**src/rtl/rect_plotter.sv**
```systemverilog
// Filled-rectangle rasteriser for the VGA adapter plot port: one pixel per
// clock in row-major order, optional erase of the previous rectangle, edge clipping.
module rect_plotter #(
  parameter int                     X_W       = 8,
  parameter int                     Y_W       = 7,
  parameter int                     SZ_W      = 5,
  parameter int                     COLOUR_W  = 3,
  parameter int                     X_MAX     = 160,
  parameter int                     Y_MAX     = 120,
  parameter logic [COLOUR_W-1:0]    BG_COLOUR = '0
) (
  input  logic                clock,
  input  logic                resetn,
  input  logic                start,
  input  logic                mode,
  input  logic [X_W-1:0]      x_in,
  input  logic [Y_W-1:0]      y_in,
  input  logic [SZ_W-1:0]     w_in,
  input  logic [SZ_W-1:0]     h_in,
  input  logic [COLOUR_W-1:0] colour_in,
  output logic [X_W-1:0]      x,
  output logic [Y_W-1:0]      y,
  output logic [COLOUR_W-1:0] colour,
  output logic                plot,
  output logic                busy,
  output logic                done
);

  typedef enum logic [1:0] {IDLE, ERASE, DRAW, DONE} state_t;

  localparam logic [SZ_W-1:0] ONE   = SZ_W'(1);
  localparam logic [X_W:0]    X_LIM = (X_W+1)'(X_MAX);
  localparam logic [Y_W:0]    Y_LIM = (Y_W+1)'(Y_MAX);

  state_t state, state_n;
  logic [SZ_W-1:0]     cx, cy, cx_n, cy_n;
  logic [X_W-1:0]      nx, px, dx, bx;
  logic [Y_W-1:0]      ny, py, dy, by;
  logic [SZ_W-1:0]     nw, nh, pw, ph, dw, dh;
  logic [COLOUR_W-1:0] ncol, dcol, bcol;
  logic                prev_valid;
  logic [X_W:0]        sum_x;
  logic [Y_W:0]        sum_y;
  logic                sweep_n, pix_on, accept;

  assign accept = (state == IDLE) && start;

  // The first pixel is registered on the accepting edge, so the draw
  // parameters come straight from the inputs while still in IDLE.
  always_comb begin
    dx   = (state == IDLE) ? x_in      : nx;
    dy   = (state == IDLE) ? y_in      : ny;
    dw   = (state == IDLE) ? w_in      : nw;
    dh   = (state == IDLE) ? h_in      : nh;
    dcol = (state == IDLE) ? colour_in : ncol;
  end

  always_comb begin
    state_n = state;
    cx_n    = cx;
    cy_n    = cy;
    case (state)
      IDLE: begin
        if (start) begin
          cx_n = '0;
          cy_n = '0;
          if (mode && prev_valid && pw != '0 && ph != '0) state_n = ERASE;
          else if (dw != '0 && dh != '0)                  state_n = DRAW;
          else                                            state_n = DONE;
        end
      end
      ERASE: begin
        if (cx == pw - ONE) begin
          cx_n = '0;
          if (cy == ph - ONE) begin
            cy_n    = '0;
            state_n = (dw != '0 && dh != '0) ? DRAW : DONE;
          end else begin
            cy_n = cy + ONE;
          end
        end else begin
          cx_n = cx + ONE;
        end
      end
      DRAW: begin
        if (cx == dw - ONE) begin
          cx_n = '0;
          if (cy == dh - ONE) begin
            cy_n    = '0;
            state_n = DONE;
          end else begin
            cy_n = cy + ONE;
          end
        end else begin
          cx_n = cx + ONE;
        end
      end
      DONE:    state_n = IDLE;
      default: state_n = IDLE;
    endcase
  end

  always_comb begin
    bx      = (state_n == ERASE) ? px        : dx;
    by      = (state_n == ERASE) ? py        : dy;
    bcol    = (state_n == ERASE) ? BG_COLOUR : dcol;
    sum_x   = {1'b0, bx} + (X_W+1)'(cx_n);
    sum_y   = {1'b0, by} + (Y_W+1)'(cy_n);
    sweep_n = (state_n == ERASE) || (state_n == DRAW);
    pix_on  = sweep_n && (sum_x < X_LIM) && (sum_y < Y_LIM);
  end

  always_ff @(posedge clock or negedge resetn) begin
    if (!resetn) begin
      state      <= IDLE;
      cx         <= '0;
      cy         <= '0;
      nx         <= '0;
      ny         <= '0;
      nw         <= '0;
      nh         <= '0;
      ncol       <= '0;
      px         <= '0;
      py         <= '0;
      pw         <= '0;
      ph         <= '0;
      prev_valid <= 1'b0;
      x          <= '0;
      y          <= '0;
      colour     <= '0;
      plot       <= 1'b0;
      busy       <= 1'b0;
      done       <= 1'b0;
    end else begin
      state <= state_n;
      cx    <= cx_n;
      cy    <= cy_n;
      if (accept) begin
        nx   <= x_in;
        ny   <= y_in;
        nw   <= w_in;
        nh   <= h_in;
        ncol <= colour_in;
      end
      if (state == DONE) begin
        px         <= nx;
        py         <= ny;
        pw         <= nw;
        ph         <= nh;
        prev_valid <= 1'b1;
      end
      plot <= pix_on;
      busy <= (state_n != IDLE);
      done <= (state_n == DONE);
      if (sweep_n) begin
        x      <= sum_x[X_W-1:0];
        y      <= sum_y[Y_W-1:0];
        colour <= bcol;
      end
    end
  end

endmodule
```
**config.mk**
```make
export PLATFORM = sky130hd
export DESIGN_NAME = rect_plotter
export DESIGN_NICKNAME = d
export VERILOG_FILES = /design/src/rtl/rect_plotter.sv
export SDC_FILE = /design/constraint.sdc
export NUM_CORES = 1
export LEC_CHECK = 0
export ABC_CLOCK_PERIOD_IN_PS = 7000
export CAP_MARGIN = 10
export CORE_UTILIZATION = 59
export CTS_BUF_LIST = sky130_fd_sc_hd__clkbuf_8
export CTS_CLUSTER_DIAMETER = 150
export DETAILED_ROUTE_END_ITERATION = 8
export GPL_TIMING_DRIVEN = 0
export PLACE_DENSITY = 0.92
export SLEW_MARGIN = 25
export SYNTH_ARGS = -nofsm -noshare
export SYNTH_HDL_FRONTEND = slang
export SYNTH_SLANG_ARGS = --single-unit
```
**constraint.sdc**
```tcl
create_clock -name clock -period 7 [get_ports clock]
set_input_delay 1.05 -clock clock [delete_from_list [all_inputs] [get_ports clock]]
set_output_delay 1.05 -clock clock [all_outputs]
set_load 0.02 [all_outputs]
```
==> metrics.cfg, run 1 <==
[run_status]
status=completed

[setup_path]
critPathBufInv=6
critPathKind=flop to flop
cp_slowest_cell=dfrtp_1
cp_max_fo=10
critPathRequiredTime_ns=7.25
worst-r2r-cell-count=27
cp.arrival_ns=6.79
worst-path-stages=27
critPathCaptureType=flop
rr_startpoint=state[1]$_DFF_PN0_
reg2reg_to=plot$_DFF_PN0_
critical_path.most_common_cell=ha_1
startpoint_type=flop
regToRegSetupSlack_ns=0.47
slowest_delay_ns=0.46
path_delay_family=compound AO/OA/AOI/OAI gates

[power_and_ir_drop]
leakage_nw=2.70
pwr-share-comb_pct=50.8
intPower_mw=1.40
p_total_mw=2.36
power_switching_mw=0.957
swShare_pct=40.5
share_seq_of_total_power_pct=35.6
power.density_mw_per_mm2=389
p_clk_share_pct=13.6
ir_drop_mv=0.265

[hold_path]
worstHoldStart=prev_valid$_DFFE_PN0N_
min_to=prev_valid$_DFFE_PN0N_
min_path_cells=1
min_path_type=flop to flop

[route]
viasPerCell=6.36
first_pass_iters=5
detail-route-antenna-nets=0
routed_wirelength_mm=12.9
wl_per_cell_um=19.4
drtIter0Drc=371
drcViolationCount=0
vias=4225

[synthesis]
syn-mean-instance-area_um2=10.6
ys_seq_area_share_pct=41.7
synth_nets=544
synthMuxAreaShare_pct=18.5
synthXorXnorAreaFrac_pct=5.37
yosysWarnings=0
synth-simple-area-share_pct=9.72
synth-seq-cells=87
syn_inst=490
synthDistinctLibCells=62
synth_top_area_share_pct=41.7
synth_fa_ha_area_share_pct=5.57
synthArstFlopShare_pct=100
synth_common_cells=87 x dfrtp_1, 65 x mux2_2, 30 x o21ai_0
synth_compound_area_share_pct=14.9
synthTopCellsByArea=dfrtp_1 42%, mux2_2 14%, ha_1 4.8%
yosysMostFrequentCell=dfrtp_1
synth-main-ff-cell=dfrtp_1
synth_largest_area_cell=dfrtp_1
synth-edff-count=0
synth_area_mm2=0.00522
synth_top_family_by_area=multiplexers

[final_layout]
utilization_pct=72.5
syn_to_final_growth_pct=16.5
fin_area_mm2=0.00607
antennaDiodeCount=0
fin_nets=608
layout-drive-gt1-share_pct=19.0

[die]
start_util_pct=62.2
ios=53
rows=33
core_mm2=0.00838
die_x_um=96.0
die_h_um=96.0
die-area_mm2=0.00922

[timing]
fin_crit_sh_pct=93.3
worst_hold_slack_ns=0.488
fmax_ghz=0.153
hold_viol=0
tightest_slew_ns=0.764
slew_headroom_pct=49.0
setup_viol=0
drv_slew=0
fin_skew_ns=0.00980
fin_ws_ns=0.466
min_period_ns=6.53

[clocking]
clkSinkCount=87
htree_levels=3
cts_inserted_buffers=9
clk_latency_ns=0.36
ctsHoldBuffers=0
path_clk_slew_ns=0.09
cts_max_path_buffers=2
cts-root-buf=clkbuf_8
cts_tree=built

[place]
dpl-instance-area_mm2=0.00589
dp_slack_ns=0.316
io_buffers=52
hpwl_mm=9.21
place.gp.congestion=0.919

[grt]
grt_max_degree=58
grt_pass1_vias=4267
grt_usage_pct=29.7
grt_first_pass_wirelength_mm=20.5
grt_overflow_total=0
antenna_found_initial=0

[run]
drv_cap=0

[power by group through the flow]
| stage | combinational [mW] | sequential, mW | clock, mW |
|---|---|---|---|
| after floorplan | 0.786 | 0.869 | 0 |
| after global placement | 1.10 | 0.828 | 0 |
| after detailed placement | 1.17 | 0.843 | 0 |
| after CTS | 1.19 | 0.836 | 0.321 |
| after global routing | 1.30 | 0.861 | 0.337 |
| final | 1.20 | 0.839 | 0.321 |
[how the worst max path moves through the flow]
stage	from	to	slack (ns)
6_report	state[1]$_DFF_PN0_	plot$_DFF_PN0_	0.47
3_3_place_gp	w_in[0]	plot$_DFF_PN0_	0.59
2_1_floorplan	state[1]$_DFF_PN0_	plot$_DFF_PN0_	1.79
5_1_grt	state[1]$_DFF_PN0_	plot$_DFF_PN0_	-0.001
4_1_cts	state[1]$_DFF_PN0_	plot$_DFF_PN0_	0.49
3_5_place_dp	w_in[0]	plot$_DFF_PN0_	0.32
[cell usage in the layout (no fill, tap or decap), types with 3 or more instances in the layout]
cell | Yosys | layout
dfrtp_1 | 87 | 87
mux2_2 | 65 | 65
clkdlybuf4s50_1 | 0 | 51
inv_1 | 29 | 30
o21ai_0 | 30 | 30
nand2_1 | 27 | 27
a21oi_1 | 26 | 26
mux2i_1 | 21 | 21
ha_1 | 20 | 20
xnor2_1 | 19 | 19
nor2_1 | 18 | 18
nand3_1 | 13 | 13
xor2_1 | 13 | 13
clkbuf_8 | 0 | 9
clkbuf_1 | 10 | 8
nor3_1 | 8 | 8
a21o_1 | 6 | 6
o21a_1 | 5 | 5
a22o_1 | 5 | 5
buf_6 | 4 | 4
buf_2 | 4 | 4
o22ai_1 | 4 | 4
a211oi_1 | 4 | 4
o21bai_1 | 4 | 4
nor3b_1 | 3 | 3
or3_1 | 3 | 3
or3b_1 | 3 | 3
and3_1 | 3 | 3
a211oi_2 | 3 | 3
nand2b_1 | 3 | 3
o21ai_1 | 3 | 3
o31ai_1 | 3 | 3
nor2b_1 | 3 | 3
a32oi_1 | 3 | 3
clkinvlp_4 | 0 | 3
[sequential cells by signal (all words and copies together) (netlist names)]
register / flops
busy: 1
cx: 5
done: 1
nw: 5
ncol: 3
cy: 5
nh: 5
ph: 5
ny: 7
state: 2
prev_valid: 1
y: 7
colour: 3
x: 8
py: 7
plot: 1
nx: 8
pw: 5
px: 8
[layer usage]
| metal | global-route usage (%) | share of wire (%) | up-vias |
|---|---|---|---|
| li1 | - | - | 1897 |
| met4 | 10.9 | 2.8 | 0 |
| met3 | 3.48 | 5.9 | 44 |
| met5 | 0 | 0 | - |
| met1 | 37.5 | 42 | 2096 |
| met2 | 52.1 | 50 | 188 |
[layout make-up]
class	instances	area, um2
Buffer	20	113
Clock buffer	9	124
Clock inverter	7	48.8
Fill cell	583	2310
Inverter	29	109
Multi-Input combinational cell	354	2830
Sequential cell	87	2180
Tap cell	105	131
Timing Repair Buffer	53	546
[kinds of logic after synthesis]
logic type | count (synthesis)
mux | 87
xor+xnor | 32
compound gates | 115
buf+inv | 49
flops | 87
simple gates | 98
fa+ha+maj | 22
[timing repair]
action,CTS,global route
setup buffers,0,0
endpoints found under the setup margin,0,2
resized for setup,0,4
[per-stage QoR]
stage,cells,TNS [ns]
floorplan,490,0
global placement,647,0
detailed placement,648,0
CTS,664,0
global route,664,-0.00142
finish,664,0
No activity file was read; power rests on OpenSTA's default activity.
==> inputs of run 2 (changes only) <==
- HOLD_SLACK_MARGIN: not set -> 0.02
==> results of run 2 <==
The final DEF is identical to that of run 1; final timing and power are the same.
==> inputs of run 3 (changes only) <==
- CORE_MARGIN: not set -> 5
==> run 3 against run 2 <==
Worst hold slack improved by 0.017 ns. Core utilization fell by 2.4 points. Register-to-register slack improved by 0.13 ns. Maximum frequency rose by 2.1%. Total power fell by 0.11%. Sequential share of layout area fell by 0.052 points. Clock skew fell by 0.0021 ns. Worst setup slack improved by 0.13 ns. Via count barely moved. Global-route usage fell by 5.7 points.
==> metrics.cfg, run 3 (synthesis gave the netlist of run 1 again) <==
[timing]
final.setup.tns_ns=0  ; unchanged
fin_ws_ns=0.601  ; +0.134 ns
fin_crit_sh_pct=91.4  ; -1.9 points
hold_viol=0  ; unchanged
drv_slew=0  ; unchanged
tightest_slew_ns=0.755  ; -0.00939 ns
rsz0062_at_grt=no
slew_headroom_pct=49.1  ; +0.094 points
min_period_ns=6.40  ; -0.134 ns
setup_viol=0  ; unchanged
fmax_ghz=0.156  ; +2.1%
fin_skew_ns=0.00771  ; -0.00210 ns

[grt]
grt_overflow_total=0  ; unchanged
grt_first_pass_wirelength_mm=21.6  ; +5.4%
met3_usage_pct=5.77  ; +2.3 points
grt_max_degree=49  ; -16%
gr-max-usage-layer=met2
grt_pass1_vias=4493  ; +5.3%
antenna_found_initial=0  ; unchanged
grt_usage_pct=24.0  ; -5.7 points
grt.met2_usage_pct=39.5  ; -13 points
use_met1_pct=30.8  ; -6.7 points

[die]
ios=53  ; unchanged
rows=34  ; +3.0%
start_util_pct=60.1  ; -2.1 points
die-area_mm2=0.0108  ; +17%
core_mm2=0.00868  ; +3.5%
die_x_um=104  ; +8.3%
die_h_um=104  ; +8.3%

[clocking]
cts_tree=built
ctsHoldBuffers=0  ; unchanged
cts_inserted_buffers=9  ; unchanged
clk_latency_ns=0.38  ; +0.02 ns
htree_levels=3  ; unchanged
clkSinkCount=87  ; unchanged
path_clk_slew_ns=0.09  ; about the same
cts-root-buf=clkbuf_8
cts_max_path_buffers=2  ; unchanged

[setup_path]
cp_max_fo=10  ; unchanged
critPathCaptureType=flop
cp.arrival_ns=6.65  ; -0.14 ns
critPathRequiredTime_ns=7.25  ; about the same
critPathKind=flop to flop
startpoint_type=flop
worst-r2r-cell-count=24  ; -11%

[final_layout]
fin_nets=608  ; unchanged
final_common_cell=dfrtp_1
antennaDiodeCount=0  ; unchanged
reg_top3=nx: 8 flops, px: 8 flops, x: 8 flops
final_cell_mix=87 x dfrtp_1, 65 x mux2_2, 51 x clkdlybuf4s50_1
syn_to_final_growth_pct=16.7
layout-drive-gt1-share_pct=19.0  ; unchanged

[power_and_ir_drop]
power.density_mw_per_mm2=388  ; -0.25%
share_seq_of_total_power_pct=35.6  ; about the same
ir_drop_mv=0.265  ; -0.17%
power_switching_mw=0.952  ; -0.50%
pwr-share-comb_pct=50.2  ; -0.6 points
p_clk_share_pct=14.2  ; +0.6 points
leakage_nw=2.71  ; +0.20%
swShare_pct=40.4  ; -0.16 points
intPower_mw=1.41  ; +0.16%

[hold_path]
min_path_type=flop to flop
min_path_cells=1  ; unchanged

[route]
vias=4223  ; -0.047%
viasPerCell=6.33  ; -0.50%
drtIter0Drc=229  ; -38%
wl_per_cell_um=19.0  ; -2.1%
drcViolationCount=0  ; unchanged
first_pass_iters=5  ; unchanged
routed_wirelength_mm=12.7  ; -1.6%
detail-route-antenna-nets=0  ; unchanged

[run_status]
status=completed

[run]
drv_cap=0  ; unchanged

[place]
place.gp.congestion=0.883  ; -3.9%
hpwl_mm=8.95  ; -2.9%
dp_slack_ns=0.437  ; +0.121 ns
io_buffers=52  ; unchanged

-- run 3: cell types whose count changed in the layout (fill, tap and decap cells not counted), sizes merged --
cell / before / now
clkinvlp: 3 / 1
clkinv: 2 / 3
inv: 31 / 32
-- run 3: through the flow --
step	instances	hold WS (ns)	area (um2)	power, mW	utilization [%]
floorplan	490	0.434	5220	1.65	-
global placement	650	0.467	5870	1.93	67.6
detailed placement	651	0.494	5900	2.00	67.9
CTS	667	0.517	6070	2.35	70.0
global route	667	0.523	6080	2.53	70.1
finish	667	0.505	6080	2.36	70.1
-- run 3: path summary, 6_finish.rpt --
check	from	to	slack, ns
worst max-delay path	state[1]$_DFF_PN0_	plot$_DFF_PN0_	0.60
worst min register to register	prev_valid$_DFFE_PN0N_	prev_valid$_DFFE_PN0N_	0.50
worst min-delay path	prev_valid$_DFFE_PN0N_	prev_valid$_DFFE_PN0N_	0.50
max in group asynchronous	resetn	y[6]$_DFFE_PN0P_	5.74
worst max register to register	state[1]$_DFF_PN0_	plot$_DFF_PN0_	0.60
min in group asynchronous	resetn	nw[3]$_DFFE_PN0P_	0.65
-- run 3: power groups by stage --
stage / Sequential [mW] / Combinational [mW] / Clock (mW)
finish: 0.839 / 1.18 / 0.335
global route: 0.861 / 1.31 / 0.364
CTS: 0.836 / 1.18 / 0.340
detailed placement: 0.842 / 1.16 / 0
global placement: 0.828 / 1.10 / 0
floorplan: 0.869 / 0.786 / 0
-- run 3: area by class of cell --
type                    instances  area, um2
multi-input cells             354       2830
fillers                       639       2590
flip-flops and latches         87       2180
repair buffers                 53        546
well taps                     108        135
clock buffers                   9        124
plain buffers                  20        111
inverters                      29        109
clock inverters                 7       55.1
-- run 3: routing by layer --
metal / wire length [um] / part of all wire [%]
met2: 6270 / 50
met5: 0 / 0
met3: 904 / 7.1
met1: 5170 / 41
met4: 310 / 2.5
-- run 3: critical path: stages (launching register included) --
cell and delay, ns:
dfrtp_1 0.48, buf_6 0.19, nor2_4 0.31, buf_2 0.38, mux2i_1 0.25, ha_1 0.26
xnor2_1 0.17, a2111oi_2 0.29, o22ai_1 0.18, nor2_1 0.15, o21ai_0 0.21, nor3_1 0.26
or2_2 0.20, ha_1 0.32, clkbuf_1 0.37, clkbuf_1 0.41, o21ai_0 0.21, ha_1 0.31
a21o_1 0.17, a21oi_1 0.21, o21bai_1 0.09, a21oi_1 0.37, nor3_1 0.11, a311oi_1 0.27
a211oi_1 0.09
-- run 3: what timing repair did --
item | CTS | global route
endpoints found under the setup margin | 0 | 1
resized for setup | 0 | 2
buffers inserted | 0 | 0
